<file path="src/rtl/pipeline_pkg.sv">
// Shared pipeline types for the decode-stage hazard logic and its companion decoder.
// Holds the stage/forwarding data formats, the in-flight entry array, the
// control word produced by controller_unit, and the default watchdog bound.
package pipeline_pkg;

  localparam int NUM_STAGES          = 3;
  localparam int DATA_W              = 32;
  localparam int PC_W                = 32;
  localparam int STALL_LIMIT_DEFAULT = 15;

  typedef logic [DATA_W-1:0] int_t;
  typedef logic [4:0]        register_id_t;
  typedef logic [1:0]        stall_count_t;
  typedef logic [1:0]        forward_src_t;
  typedef logic [$clog2(NUM_STAGES)-1:0] stage_index_t;

  // One in-flight result: [0]=after decode, [1]=after execute, [2]=after memory.
  typedef struct packed {
    register_id_t registerId;
    logic         dataReady;
    int_t         data;
  } stage_register_data_t;

  typedef stage_register_data_t [NUM_STAGES-1:0] stages_register_data_t;

  typedef enum logic [2:0] {
    FETCH,
    DECODE,
    EXECUTE,
    MEMORY,
    WRITEBACK
  } stage_e;

  typedef enum logic [3:0] {
    ALU_ADD,
    ALU_SUB,
    ALU_AND,
    ALU_OR,
    ALU_XOR,
    ALU_SLL,
    ALU_SRL,
    ALU_SRA,
    ALU_SLT,
    ALU_SLTU,
    ALU_PASS_B
  } alu_op_e;

  typedef struct packed {
    logic    reg_write;
    logic    mem_read;
    logic    mem_write;
    logic    branch;
    logic    jump;
    logic    use_rs1;
    logic    use_rs2;
    logic    alu_src_imm;
    alu_op_e alu_op;
  } control_signals_t;

  // Forwarding source code for a stage entry: 0 is reserved for the regfile.
  function automatic forward_src_t stage_to_source(stage_index_t idx);
    return forward_src_t'(idx) + forward_src_t'(1);
  endfunction

endpackage

</file>
<file path="src/rtl/hazard_match_select.sv">
// Priority selector over the in-flight stage entries.
// Lowest-index (nearest) non-skipped entry whose register id matches wins.
// Ports:
//   registerId - register being resolved
//   entries    - in-flight results, index 0 nearest to decode
//   skip       - per-entry mask; a set bit removes the entry from the search
//   hit        - some entry matched
//   index      - index of the winning entry (valid when hit)
//   ready      - winning entry has its data available
//   data       - winning entry data (zero when no hit)
module hazard_match_select
  import pipeline_pkg::*;
(
  input  register_id_t          registerId,
  input  stages_register_data_t entries,
  input  logic [NUM_STAGES-1:0] skip,
  output logic                  hit,
  output stage_index_t          index,
  output logic                  ready,
  output int_t                  data
);

  // Scan from the far end so the nearest match is the last assignment.
  always_comb begin
    hit   = 1'b0;
    index = '0;
    ready = 1'b0;
    data  = '0;
    for (int i = NUM_STAGES - 1; i >= 0; i--) begin
      if (!skip[i] && (entries[i].registerId == registerId)) begin
        hit   = 1'b1;
        index = stage_index_t'(i);
        ready = entries[i].dataReady;
        data  = entries[i].data;
      end
    end
  end

endmodule

</file>
<file path="src/rtl/hazard_unit.sv">
// Per-operand RAW hazard resolver for the decode stage.
// Forwards the nearest ready in-flight result, or requests a stall when the
// nearest producer has not finished; also watches for a stall that never
// resolves on the same PC.
// Ports:
//   clock, reset        - rising-edge clock, async active-low reset
//   programCounter      - PC of the instruction in decode
//   registerId          - source register to resolve (0 is hardwired zero)
//   originalData        - register-file read value
//   stallCount          - cycles decode has already stalled; entries below it are stale
//   dataFromNextStages  - in-flight results, [0] nearest to decode
//   forwardedData       - resolved operand (combinational)
//   stall               - operand not yet available (combinational)
//   forwardedFrom       - 0 = regfile, n = stage entry n-1 (combinational)
//   deadlock            - registered watchdog flag
module hazard_unit
  import pipeline_pkg::*;
#(
  parameter int MAX_STALL = STALL_LIMIT_DEFAULT
) (
  input  logic                  clock,
  input  logic                  reset,
  input  logic [PC_W-1:0]       programCounter,
  input  register_id_t          registerId,
  input  int_t                  originalData,
  input  stall_count_t          stallCount,
  input  stages_register_data_t dataFromNextStages,
  output int_t                  forwardedData,
  output logic                  stall,
  output forward_src_t          forwardedFrom,
  output logic                  deadlock
);

  localparam int CNT_W = $clog2(MAX_STALL + 1);

  logic [NUM_STAGES-1:0] skip;
  logic                  sel_hit;
  stage_index_t          sel_index;
  logic                  sel_ready;
  int_t                  sel_data;

  logic [CNT_W-1:0] stall_cycles_d, stall_cycles_q;
  logic [PC_W-1:0]  last_pc_d, last_pc_q;
  logic             deadlock_d, deadlock_q;

  // While decode is stalled, the nearest stallCount entries belong to
  // instructions already behind us; x0 never has a producer.
  always_comb begin
    skip = '0;
    for (int i = 0; i < NUM_STAGES; i++) begin
      skip[i] = (registerId == '0) || (i < int'(stallCount));
    end
  end

  hazard_match_select u_match_select (
    .registerId (registerId),
    .entries    (dataFromNextStages),
    .skip       (skip),
    .hit        (sel_hit),
    .index      (sel_index),
    .ready      (sel_ready),
    .data       (sel_data)
  );

  always_comb begin
    forwardedData = originalData;
    stall         = 1'b0;
    forwardedFrom = '0;
    if (sel_hit) begin
      forwardedFrom = stage_to_source(sel_index);
      if (sel_ready) begin
        forwardedData = sel_data;
      end else begin
        stall = 1'b1;
      end
    end
  end

  always_comb begin
    stall_cycles_d = '0;
    last_pc_d      = programCounter;
    deadlock_d     = deadlock_q;
    if (stall && (programCounter == last_pc_q)) begin
      stall_cycles_d = (stall_cycles_q == '1) ? stall_cycles_q
                                              : stall_cycles_q + CNT_W'(1);
    end else if (stall) begin
      stall_cycles_d = CNT_W'(1);
    end
    if (!stall) begin
      deadlock_d = 1'b0;
    end else if (stall_cycles_d >= CNT_W'(MAX_STALL)) begin
      deadlock_d = 1'b1;
    end
  end

  always_ff @(posedge clock or negedge reset) begin
    if (!reset) begin
      stall_cycles_q <= '0;
      last_pc_q      <= '0;
      deadlock_q     <= 1'b0;
    end else begin
      stall_cycles_q <= stall_cycles_d;
      last_pc_q      <= last_pc_d;
      deadlock_q     <= deadlock_d;
    end
  end

  assign deadlock = deadlock_q;

endmodule

</file>
<file path="config.mk">
export PLATFORM = sky130hd
export DESIGN_NAME = hazard_unit
export DESIGN_NICKNAME = d
export VERILOG_FILES = /design/src/rtl/pipeline_pkg.sv /design/src/rtl/hazard_match_select.sv /design/src/rtl/hazard_unit.sv
export SDC_FILE = /design/constraint.sdc
export NUM_CORES = 1
export LEC_CHECK = 0
export BUFFER_PORTS_ARGS = -buffer_cell sky130_fd_sc_hd__clkbuf_2
export CORE_MARGIN = 5
export CORE_UTILIZATION = 45
export CTS_CLUSTER_SIZE = 14
export DETAILED_ROUTE_END_ITERATION = 12
export PLACE_DENSITY = 0.94
export SYNTH_ARGS = -nofsm -noshare
export SYNTH_HDL_FRONTEND = slang
export SYNTH_SLANG_ARGS = --single-unit
</file>
<file path="constraint.sdc">
create_clock -name clock -period 6.1 [get_ports clock]
set_input_delay 0.915 -clock clock [delete_from_list [all_inputs] [get_ports clock]]
set_output_delay 0.915 -clock clock [all_outputs]
set_load 0.01 [all_outputs]
</file>
==> metrics.cfg <==
[finish]
final_cell_mix = clkbuf_2, xor2_1, dfrtp_1
layout_commonest_cell = clkbuf_2
layout-drive-gt1-share_pct = 42.39
areaGrowthSynthToFinish_pct = 37.90
fillers = 596
instances_no_fill = 674
design_area_mm2 = 0.004457
layout.nets = 765
antenna_cells = 0

[drt]
num_vias = 4026
firstDrtPassIters = 5
vias_per_cell = 5.973
postRouteAntennaNets = 0
drc = 0
first_iter_violations = 259
wire_per_inst_um = 19.36
wirelength_mm = 13.05

[placed_design]
dp_hpwl_mm = 10.15
place_area_mm2 = 0.004377
place_inst = 666
gp_congestion = 0.8873
port_buffers = 222

[logic_synthesis]
ys_async_sr_fraction_pct = 100.0
yosysSeqAreaShare_pct = 28.65
syn_nets = 563
mappedNetlistArea_mm2 = 0.003232
post_synth_num_cell_types = 42
synthFlopType = dfrtp_1
syn_inst = 375
synth_seq_cells = 37
avgSynthCellArea_um2 = 8.618
synth_edf_count = 0
yosysWarnings = 0

[setup_path]
critPathKind = in -> out
path_common_cell = clkbuf_2
critPathLaunch = registerId[0]
r2r_start = last_pc_q[20]$_DFF_PN0_
critPathMaxFanout = 37
crit_required_ps = 5180
critPathCaptureType = primary output
crit_chain = clkbuf_2, xnor2_1, nand4_1, o21ai_1, o21ai_4, or2_1, o211a_1, clkbuf_2
r2r_slack_ps = 4210
cp.arrival_ps = 4140
crit_slowest_cell = or2_1
cp_slowest_stage_delay_ps = 980
cp-start-kind = input port

[floorplanning]
core-area_mm2 = 0.006907
start_util_pct = 46.79
row_count = 30
ios = 223
die_y_um = 94.75
chipWidth_um = 94.75
die_area_mm2 = 0.008977

[clocking]
worstSkewPairLatency_ps = 280
cts_sinks = 37
cts_resized = 0
post_cts_buffers = 0
htree_levels = 2
clkTransAtPathRegs_ps = 70
cts_hold_buf = 0
cts_buffer_depth = 2
clockRootBuffer = clkbuf_8
cts_tree = built
cts_made_buffers = 5

[timing]
fin_crit_ps = 5056
clock_skew_ps = 2.946
hold_viol_final = 0
finalMaxSlewViolations = 0
slew_headroom_pct = 22.04
fmax_mhz = 197.8
fin_tns_setup_ps = 0
hold_slack_ps = 544.9
tightest_slew_ps = 1169
setup_violations = 0
fin_crit_sh_pct = 82.88
grt_setup_unrepaired = no

[flow_run]
drv_cap = 0

[grt]
grt_pass1_vias = 4107
antenna_found_initial = 0
grt_overflow = 0
track_usage_pct = 27.77
grt_pass1_wl_mm = 19.72
grt_max_degree = 38

[min_path]
min_path_type = reg -> reg
hold_start = stall_cycles_q[3]$_DFF_PN0_

[pwr]
vdd_drop_max_uv = 213.8
cellPowerDensity_mw_per_mm2 = 138.5
power_uw = 617.2
p_leak_nw = 2.159

[outcome]
outcome = complete, no violations

-- per-stage QoR --
| stage | util, % | setup slack (ps) |
|---|---|---|
| after global routing | 64.53 | 831.1 |
| after detailed placement | 63.37 | 1061 |
| after global placement | 63.37 | 1130 |
| after CTS | 64.53 | 1061 |
| final | 64.53 | 1044 |
| after floorplan | - | 2540 |
-- routing by layer --
layer / global-route usage (%) / up-vias / wire length [um]
met5: 0 / - / 0
met4: 10.58 / 0 / 410
met3: 7.251 / 38 / 1380
met2: 49.21 / 250 / 6590
met1: 31.82 / 1884 / 4665
li1: - / 1854 / -
-- Yosys cell counts, types with 3 or more instances --
cell / n / share of area, %
clkbuf_1: 21 / 2.4
o211ai_1: 23 / 5.3
a311oi_1: 10 / 2.7
nand2_1: 24 / 2.8
nor4_1: 9 / 1.7
xnor2_1: 7 / 1.9
dfrtp_1: 37 / 29
buf_2: 8 / 1.2
a2bb2oi_1: 22 / 6.0
xor2_1: 42 / 11
nand4_1: 4 / 0.77
o22a_1: 10 / 2.7
o211a_1: 33 / 10
nand3_1: 34 / 5.3
o21ai_0: 11 / 1.7
a21oi_1: 25 / 3.9
nor3_1: 13 / 2.0
nor2_1: 12 / 1.4
buf_1: 3 / 0.35
-- where the power goes --
part / leakage [nW] / switching [mW] / internal (mW)
Clock: 0.0395 / 0.0763 / 0.0810
Sequential: 0.443 / 0.00564 / 0.256
Combinational: 1.68 / 0.100 / 0.0974
Total: 2.16 / 0.182 / 0.435
-- cell families after synthesis --
kind of cell               Yosys count  share of synthesized area (%)
AOI/OAI and AO/OA                  143                          34.92
and+or+nand+nor                    110                          18.08
xor gates and xnor gates            49                          13.28
DFF                                 37                          28.65
buffers and inverters               34                          4.375
muxes                                1                         0.3097
adders and majority gates            1                         0.3871
-- flip-flops by register name, indices dropped and copies added (netlist names) --
register	flops
stall_cycles_q	4
deadlock	1
last_pc_q	32
-- worst paths after layout --
| path | endpoint | cells after the start |
|---|---|---|
| max | forwardedData[28] | 8 |
| max in group asynchronous | last_pc_q[4]$_DFF_PN0_ | 1 |
| max reg2reg | stall_cycles_q[2]$_DFF_PN0_ | 5 |
| min in group asynchronous | last_pc_q[8]$_DFF_PN0_ | 1 |
| min | stall_cycles_q[3]$_DFF_PN0_ | 1 |
| min reg2reg | stall_cycles_q[3]$_DFF_PN0_ | 1 |
-- layout make-up --
cell class                      instances  area (um^2)  share of cell area (%)
Clock buffer                            8        80.08                   1.797
Inverter                                1        3.754                 0.08422
Multi-Input combinational cell        304         2171                   48.71
Sequential cell                        37        925.9                   20.77
Tap cell                               96        120.1                   2.695
Timing Repair Buffer                  228         1156                   25.94
-- worst max-delay path: cells and delay by family --
family,cells,cell delay (ps)
simple gates,2,1440
compound gates,3,1280
buf+inv,2,300
xor+xnor,1,170
No activity file was read; power rests on OpenSTA's default activity.
